<file path="src/rtl/seg7_scan_ctrl_if.sv">
// Bus bundle for the multiplexed 7-segment scan controller: display data,
// live mode selects and the scanned segment/anode outputs.
interface seg7_scan_ctrl_if #(
    parameter int DIGITS = 8
);
    logic                  load;
    logic [4*DIGITS-1:0]   hexs;
    logic [8*DIGITS-1:0]   raw;
    logic [DIGITS-1:0]     point;
    logic [DIGITS-1:0]     les;
    logic                  mode;
    logic                  blank_lz;
    logic [7:0]            segment;
    logic [DIGITS-1:0]     an;
    logic                  pending;

    modport master (
        output load, hexs, raw, point, les, mode, blank_lz,
        input  segment, an, pending
    );

    modport slave (
        input  load, hexs, raw, point, les, mode, blank_lz,
        output segment, an, pending
    );
endinterface

</file>
<file path="src/rtl/seg7_scan_ctrl.sv">
// Time-multiplexed 7-segment display driver with shadow/active data sets,
// hex decode, leading-zero blanking and per-digit blinking.
module seg7_scan_ctrl #(
    parameter int DIGITS       = 8,
    parameter int SCAN_DIV     = 50000,
    parameter int BLINK_FRAMES = 64
) (
    input  logic             clk,
    input  logic             rst_n,
    seg7_scan_ctrl_if.slave  bus
);

    localparam int IW = (DIGITS > 1) ? $clog2(DIGITS) : 1;
    localparam int PW = (SCAN_DIV > 1) ? $clog2(SCAN_DIV) : 1;
    localparam int FW = (BLINK_FRAMES > 1) ? $clog2(BLINK_FRAMES) : 1;

    localparam logic [IW-1:0] IDX_LAST   = IW'(DIGITS - 1);
    localparam logic [PW-1:0] PRESC_LAST = PW'(SCAN_DIV - 1);
    localparam logic [FW-1:0] FRAME_LAST = FW'(BLINK_FRAMES - 1);

    typedef struct packed {
        logic [4*DIGITS-1:0] hex;
        logic [8*DIGITS-1:0] raw;
        logic [DIGITS-1:0]   point;
        logic [DIGITS-1:0]   les;
    } disp_set_t;

    // Active-low g..a pattern for one hex nibble (dp handled separately).
    function automatic logic [6:0] hex_to_seg(input logic [3:0] nib);
        logic [6:0] s;
        case (nib)
            4'h0: s = 7'h40;
            4'h1: s = 7'h79;
            4'h2: s = 7'h24;
            4'h3: s = 7'h30;
            4'h4: s = 7'h19;
            4'h5: s = 7'h12;
            4'h6: s = 7'h02;
            4'h7: s = 7'h78;
            4'h8: s = 7'h00;
            4'h9: s = 7'h10;
            4'hA: s = 7'h08;
            4'hB: s = 7'h03;
            4'hC: s = 7'h46;
            4'hD: s = 7'h21;
            4'hE: s = 7'h06;
            default: s = 7'h0E;
        endcase
        return s;
    endfunction

    logic [PW-1:0]     presc_q, presc_d;
    logic [IW-1:0]     idx_q, idx_d;
    logic [FW-1:0]     frame_q, frame_d;
    logic              blink_q, blink_d;
    logic              pend_q, pend_d;
    disp_set_t         shadow_q, shadow_d;
    disp_set_t         active_q, active_d;
    disp_set_t         in_set;
    logic [7:0]        seg_q, seg_d;
    logic [DIGITS-1:0] an_q, an_d;

    logic              slot_tick;
    logic              frame_tick;
    int                sel;
    logic [3:0]        nib;
    logic              lz_blank;
    logic              dp_n;

    always_comb begin
        in_set.hex   = bus.hexs;
        in_set.raw   = bus.raw;
        in_set.point = bus.point;
        in_set.les   = bus.les;
    end

    // Scan timing: prescaler -> digit index -> frame counter -> blink phase.
    always_comb begin
        slot_tick  = (presc_q == PRESC_LAST);
        frame_tick = slot_tick && (idx_q == IDX_LAST);
        presc_d    = slot_tick ? '0 : presc_q + PW'(1);
        idx_d      = idx_q;
        if (slot_tick) begin
            idx_d = (idx_q == IDX_LAST) ? '0 : idx_q + IW'(1);
        end
        frame_d = frame_q;
        blink_d = blink_q;
        if (frame_tick) begin
            if (frame_q == FRAME_LAST) begin
                frame_d = '0;
                blink_d = ~blink_q;
            end else begin
                frame_d = frame_q + FW'(1);
            end
        end
    end

    // A load landing on the frame tick bypasses the shadow wait entirely.
    always_comb begin
        shadow_d = shadow_q;
        active_d = active_q;
        pend_d   = pend_q;
        if (bus.load) begin
            shadow_d = in_set;
        end
        if (frame_tick) begin
            if (bus.load) begin
                active_d = in_set;
                pend_d   = 1'b0;
            end else if (pend_q) begin
                active_d = shadow_q;
                pend_d   = 1'b0;
            end
        end else if (bus.load) begin
            pend_d = 1'b1;
        end
    end

    // Segment pattern for the digit currently selected by the scan index.
    always_comb begin
        sel      = int'(idx_q);
        nib      = active_q.hex[4*sel +: 4];
        dp_n     = ~active_q.point[sel];
        lz_blank = (sel != 0);
        for (int j = 0; j < DIGITS; j++) begin
            if (j >= sel && active_q.hex[4*j +: 4] != 4'h0) begin
                lz_blank = 1'b0;
            end
        end
        if (!bus.mode) begin
            seg_d = active_q.raw[8*sel +: 8];
        end else if (bus.blank_lz && lz_blank) begin
            seg_d = {dp_n, 7'h7F};
        end else begin
            seg_d = {dp_n, hex_to_seg(nib)};
        end
        if (blink_q && active_q.les[sel]) begin
            seg_d = 8'hFF;
        end
        an_d = ~(DIGITS'(1) << idx_q);
    end

    always_ff @(posedge clk or negedge rst_n) begin
        if (!rst_n) begin
            presc_q  <= '0;
            idx_q    <= '0;
            frame_q  <= '0;
            blink_q  <= 1'b0;
            pend_q   <= 1'b0;
            shadow_q <= '0;
            active_q <= '0;
            seg_q    <= 8'hFF;
            an_q     <= '1;
        end else begin
            presc_q  <= presc_d;
            idx_q    <= idx_d;
            frame_q  <= frame_d;
            blink_q  <= blink_d;
            pend_q   <= pend_d;
            shadow_q <= shadow_d;
            active_q <= active_d;
            seg_q    <= seg_d;
            an_q     <= an_d;
        end
    end

    assign bus.segment = seg_q;
    assign bus.an      = an_q;
    assign bus.pending = pend_q;

endmodule

</file>
<file path="src/flat_wrapper.sv">
// flat-port wrapper written by rule: the top's interface ports become plain ports
module seg7_scan_ctrl_flat 
#(
    parameter int DIGITS       = 8,
    parameter int SCAN_DIV     = 50000,
    parameter int BLINK_FRAMES = 64
)
  (clk, rst_n, bus_load, bus_hexs, bus_raw, bus_point, bus_les, bus_mode, bus_blank_lz, bus_segment, bus_an, bus_pending);
  seg7_scan_ctrl_if #(.DIGITS(DIGITS)) bus_i ();
  input  logic clk;
  input  logic rst_n;
  input wire logic [$bits(bus_i.load)-1:0] bus_load;
  input wire logic [$bits(bus_i.hexs)-1:0] bus_hexs;
  input wire logic [$bits(bus_i.raw)-1:0] bus_raw;
  input wire logic [$bits(bus_i.point)-1:0] bus_point;
  input wire logic [$bits(bus_i.les)-1:0] bus_les;
  input wire logic [$bits(bus_i.mode)-1:0] bus_mode;
  input wire logic [$bits(bus_i.blank_lz)-1:0] bus_blank_lz;
  output wire logic [$bits(bus_i.segment)-1:0] bus_segment;
  output wire logic [$bits(bus_i.an)-1:0] bus_an;
  output wire logic [$bits(bus_i.pending)-1:0] bus_pending;
  assign bus_i.load = bus_load;
  assign bus_i.hexs = bus_hexs;
  assign bus_i.raw = bus_raw;
  assign bus_i.point = bus_point;
  assign bus_i.les = bus_les;
  assign bus_i.mode = bus_mode;
  assign bus_i.blank_lz = bus_blank_lz;
  assign bus_segment = bus_i.segment;
  assign bus_an = bus_i.an;
  assign bus_pending = bus_i.pending;
  seg7_scan_ctrl #(.DIGITS(DIGITS), .SCAN_DIV(SCAN_DIV), .BLINK_FRAMES(BLINK_FRAMES)) u_core (.clk(clk), .rst_n(rst_n), .bus(bus_i));
endmodule
</file>
<file path="config.mk">
export PLATFORM = sky130hd
export DESIGN_NAME = seg7_scan_ctrl_flat
export DESIGN_NICKNAME = d
export VERILOG_FILES = /design/src/rtl/seg7_scan_ctrl_if.sv /design/src/rtl/seg7_scan_ctrl.sv /design/src/flat_wrapper.sv
export SDC_FILE = /design/constraint.sdc
export NUM_CORES = 1
export LEC_CHECK = 0
export ABC_AREA = 1
export CELL_PAD_IN_SITES_DETAIL_PLACEMENT = 1
export CELL_PAD_IN_SITES_GLOBAL_PLACEMENT = 1
export CORE_MARGIN = 2
export CORE_UTILIZATION = 38
export DETAILED_ROUTE_END_ITERATION = 10
export GPL_TIMING_DRIVEN = 1
export PLACE_DENSITY_LB_ADDON = 0.25
export SYNTH_ARGS = -nofsm -noshare
export SYNTH_HDL_FRONTEND = slang
export SYNTH_SLANG_ARGS = --single-unit
export TNS_END_PERCENT = 5
</file>
<file path="constraint.sdc">
create_clock -name clk -period 2 [get_ports clk]
set_input_delay 0.2 -clock clk [delete_from_list [all_inputs] [get_ports clk]]
set_output_delay 0.2 -clock clk [all_outputs]
set_load 0.02 [all_outputs]
</file>
Word level (Yosys, flattened, before mapping)
Memories as Yosys holds them, arrays and structs flattened. Index checks and enable logic that the tools add are counted.

Flip-flop bits (word level): 267. ROM bits: 112. Input bits: 117. Word-level logic and storage cells: 81. Memories kept: 1.

Memories: (name not given) (depth 16, bits a word 7, rd ports 1, clocked after Yosys merged registers in 0, wr ports 0, line seg7_scan_ctrl.sv:31) `case (nib)`.

Add/subtract/negate cells: 3. Order comparisons: 8. Equality and inequality tests: 3. Shift-type cells: 3. Muxes and demuxes: 22. Bitwise operators: 3. Reductions and logical operators: 23.

Operators by type and width (number): 112-bit two-way mux (2); 64-bit by 7-bit indexed part select with 8-bit output (1); 4-bit nonzero test (8); 32-bit by 6-bit indexed part select with 4-bit output (1); 16-bit by 1-bit adder with 16-bit output (second input constant) (1); 16-bit equality test (second input constant) (1); 16-bit two-way mux (1); 8-bit two-way mux (2); 1-bit two-way mux (12); 1-bit logical AND (10); 3-bit greater-or-equal comparator (first input constant) (3); 8-bit inverter (1); 1-bit by 3-bit left shift with 8-bit output (first input constant) (1); 7-bit two-way mux (1); 6-bit by 1-bit adder with 6-bit output (second input constant) (1); 1-bit binary-select mux with 3-bit select (2); 6-bit equality test (second input constant) (1); 1-bit by 3-bit greater-or-equal comparator with 1-bit output (first input constant) (2); 2-bit by 3-bit greater-or-equal comparator with 1-bit output (first input constant) (2); 6-bit two-way mux (1); 3-bit by 4-bit < comparator with 1-bit output (second input constant) (1); 2-bit AND reduction (2); 2-bit nonzero test (2); 3-bit by 1-bit adder with 3-bit output (second input constant) (1); other kinds (4) (5).

Longest topological paths before layout
Depth after elaboration: 14. Depth in mapped cells: 15. Gate-level depth less buffers: 13.

Least setup slack after synthesis
Ideal clock, no wire load.

Path kind: register to register. Start point: reg u_core.idx_q[0]. End point: reg u_core.seg_q[2], in the netlist u_core.bus.segment[2]. Arrival: 2008 ps. Data required time: 1940 ps. Slack: -68 ps. Stages on the path, launching flop included: 16. Buffers on the path: 4. Path through: dfrtp_1 buf_2 inv_2 buf_2 buf_2 buf_2 ha_1 inv_1 nand2_1 o21ai_0 nand3_1 nor2_1 nand2_1 o211ai_1 nand2_1 nand2_1.

Cells in the longest elaborated chain, start to end: 14.

RTL lines: start, declared (line seg7_scan_ctrl.sv:53) `logic [IW-1:0] idx_q, idx_d;`; start signal, assigned (line seg7_scan_ctrl.sv:156) `idx_q <= idx_d;`; 1-bit by 3-bit greater-or-equal comparator with 1-bit output (line seg7_scan_ctrl.sv:126) `if (j >= sel && active_q.hex[4*j +: 4] != 4'h0) begin`; 1-bit logical AND (line seg7_scan_ctrl.sv:126); 1-bit two-way mux (8 in a row) (line seg7_scan_ctrl.sv:126); 1-bit logical AND (line seg7_scan_ctrl.sv:132) `end else if (bus.blank_lz && lz_blank) begin`; 7-bit two-way mux (line seg7_scan_ctrl.sv:132); 8-bit two-way mux (line seg7_scan_ctrl.sv:130) `if (!bus.mode) begin`; 8-bit two-way mux * (line seg7_scan_ctrl.sv:137) `if (blink_q && active_q.les[sel]) begin`; named net u_core.seg_d[2] (line seg7_scan_ctrl.sv:60) `logic [7:0] seg_q, seg_d;`; end signal, assigned (line seg7_scan_ctrl.sv:162) `seg_q <= seg_d;`; end, declared (line seg7_scan_ctrl.sv:60).

The timed path passes the listed nets; every way through them passes the cells marked *. The select of a mux whose other input is x is not followed. A chain may end at the register's enable or synchronous reset.

Final worst setup path
Start point: reg u_core.seg_q[1], in the netlist u_core.bus.segment[1]. End point: out bus_segment[1].

RTL lines: end, declared (line flat_wrapper.sv:19) `output wire logic [$bits(bus_i.segment)-1:0] bus_segment;`.

No word-level cell between the ends.

==> qor.txt <==
WP data required - 1800 ps
number of diodes - 0
RSZ-0062 raised after global routing - yes
Worst EP arrival - 1730 ps
die area - 33300 µm²
placed cell areas - 14000 µm²
H-tree Lvls - 1
TritonCTS clock tree - yes
crit-path cells - clkdlybuf4s50_1
initial antenna violation count - 0
Reg2Reg Setup Slack - 80 ps
clk_lat worst skew - 560 ps
hold path start - bus_load
Hold Crit Class - in2reg
Psw - 0.00267 W
sequential power share - 49.1%
Pwr per Cell Area - 742 nW/µm²
hold depth - 4
CP bufs+invs - 1
DR WL/cell - 17.6 µm
synth top area cells - dfrtp_1, nand2_1, nand3_1
slowest CP cell - clkdlybuf4s50_1
DRT iter0 DRCs - 587
Crit Path Category - reg2out
fmax - 518 MHz
top_reg_cell synth - dfrtp_1
register area share after synthesis - 55.4%
vias in the first global route - 10.8k
peak supply drop - 0.631 mV
worst r2r src - u_core.idx_q[1]
Internal - 0.00886 W
IO Port Bufs - 133
Mapped Cells - 1497
cts bufs inserted - 28
startpoint types - register
CP max stage delay - 650 ps
root buffer cell - clkbuf_16
setup TNS after final layout - 0 ps
Lkg Pwr - 8.01 nW
Nets - 1791
Worst Max-Slew Pin Slew - 637 ps
global-route wire length before repair - 56700 µm
final hold viol count - 0
Worst path top cell family by delay - buffers and inverters
share of cells above drive strength 1 - 11.2%
crit end category - output port
fin area - 15500 µm²
final wirelength - 36600 µm
Core Region - 31500 µm²
GPL Wtd Cong - 0.867
crit path time final - 1930 ps
Synth cell types - 34
# DRC - 0
Initial Utilization - 38.4%
die width - 182 µm
largest net degree at the start of global routing - 79
worst-case reg-to-reg path depth - 10
EDFF count, synth - 0
Final period util - 96.5%
Routed Antenna Nets - 0
synthesized area per cell - 8.08 µm²
Worst-path clk slew - 60 ps
Worst slew margin - 57.1%
Rows - 65
Critical Path Fanout Max - 1
grt total ovfl - 0
asr flop ratio synth - 100%
Synth Net Count - 1628
DP Wirelength - 24100 µm
Hold Crit Endpoint - u_core.shadow_q[1]
DRT Pass-1 Iters - 5
Switching Fraction - 23.2%
Top Ports - 134
via/cell ratio - 5.00
CTS Buffer Depth - 3
combinational fraction of design power - 6.6%
mapped cell area - 12100 µm²
GRT Total Usage - 21.0%
status - finished clean
Yosys top cell area share - 51.9%
FF-to-FF End - u_core.bus.segment[4]
Slew Viols, Final - 0
skew final - 8.33 ps
synthesis-stage register bit count - 267
area grow syn2layout - 28.5%
die height - 182 µm
Total Power - 0.0115 W
yosys warns - 0
Clk pwr share - 44.3%
Final setup violation count - 0
clk sinks - 267
total number of vias - 10.4k
number of max-cap violations - 0
Synth area leader - dfrtp_1
-- sequential cells by signal, summed over array words and instances (netlist names) --
signal              count
u_core.frame_q          6
u_core.idx_q            3
u_core.bus.an           8
u_core.active_q       112
u_core.bus.pending      1
u_core.blink_q          1
u_core.presc_q         16
u_core.shadow_q       112
u_core.bus.segment      8
-- cells in the mapped netlist, drive strengths merged, types with 6 or more instances --
| cell type | number |
|---|---|
| buf | 43 |
| o21ai | 49 |
| nand4 | 8 |
| o22ai | 8 |
| a21oi | 7 |
| clkbuf | 39 |
| or2 | 7 |
| o21a | 9 |
| inv | 73 |
| nor3 | 6 |
| o211ai | 6 |
| nor2 | 70 |
| nand3 | 169 |
| dfrtp | 251 |
| dfstp | 16 |
| nand2 | 702 |
| xor2 | 7 |
| ha | 14 |
-- layer usage --
layer	vias up	routed length [µm]	track usage, %
met5	-	0	0
met1	5120	17500	30.1
li1	5035	-	-
met2	205	17100	34.7
met3	52	1260	2.27
met4	0	844	4.42
-- kinds of logic (layout without fill, tap and decap cells) --
| kind of cell | count (synthesis) | after routing | share of synthesized area, % |
|---|---|---|---|
| xor+xnor | 10 | 10 | 0.724 |
| compound gates | 85 | 85 | 4.03 |
| simple gates | 965 | 967 | 32.5 |
| flops | 267 | 267 | 55.4 |
| fa+ha+maj | 14 | 14 | 1.45 |
| buf+inv | 156 | 339 | 5.91 |
-- through the flow --
stage	util [%]	setup WS, ps	std cells	hold slack, ps
2_1_floorplan	-	-5.69	1497	-95.6
3_3_place_gp	44.6	-91.9	2000	203
3_5_place_dp	44.6	-151	2000	209
4_1_cts	47.7	-10.4	2058	31.8
5_1_grt	49.4	-37.4	2084	92.1
6_report	49.4	70.8	2084	63.1
-- repair_timing --
action                     in CTS  in global routing
setup endpoints to repair      25                127
hold endpoints to repair       53                  0
cloned                          0                 18
setup buffers                   5                  8
gates resized for setup         6                 32
hold buffers                    1                  0
pin swaps                       1                  7
-- cells in the final DEF, fill, tap and decap left out, drive strengths merged --
cell type      synthesis  final
nor2                  70     70
buf                   43     72
o211ai                 6      6
nand3b                 1      1
clkinvlp               0      2
dfrtp                251    251
o21a                   9      9
a31oi                  3      3
nand3                169    169
xor2                   7      7
o22ai                  8      8
dlygate4sd3            0      1
nand2                702    704
dfstp                 16     16
a41oi                  2      2
clkdlybuf4s50          0    131
or2                    7      7
ha                    14     14
a31o                   1      1
a21oi                  7      7
nor4                   2      2
nand4                  8      8
bufinv                 0      1
o21ai                 49     49
clkbuf                39     51
nor3                   6      6
xnor2                  3      3
clkinv                 1      9
inv                   73     72
-- worst max-delay path by stage --
stage | to | cells past startpoint | slack, ps | startpoint
detailed placement | u_core.bus.segment[6] | 13 | -150 | u_core.idx_q[1]
finish | bus_segment[1] | 1 | 70 | u_core.bus.segment[1]
floorplan | u_core.bus.segment[6] | 15 | -6 | u_core.idx_q[2]
CTS | u_core.active_q[13] | 10 | -10 | u_core.idx_q[0]
global route | u_core.bus.segment[6] | 13 | -40 | u_core.idx_q[0]
global placement | u_core.bus.segment[3] | 13 | -90 | u_core.idx_q[1]
-- power groups by stage --
stage | sequential, W | combinational, W | clock [W]
final | 0.00566 | 0.000759 | 0.00511
after global routing | 0.00568 | 0.000866 | 0.00544
after CTS | 0.00566 | 0.000784 | 0.00525
after detailed placement | 0.00576 | 0.000777 | 0
after global placement | 0.00575 | 0.000760 | 0
after floorplan | 0.00574 | 0.000279 | 0
-- area by class of cell --
type / instances / area, µm²
Clock inverter: 10 / 109
Timing Repair Buffer: 213 / 2350
Sequential cell: 267 / 6710
Fill cell: 3693 / 15900
Tap cell: 402 / 503
Multi-Input combinational cell: 1076 / 4790
Inverter: 74 / 282
Clock buffer: 42 / 803
Note: power is estimated with default switching activity, not from simulation.
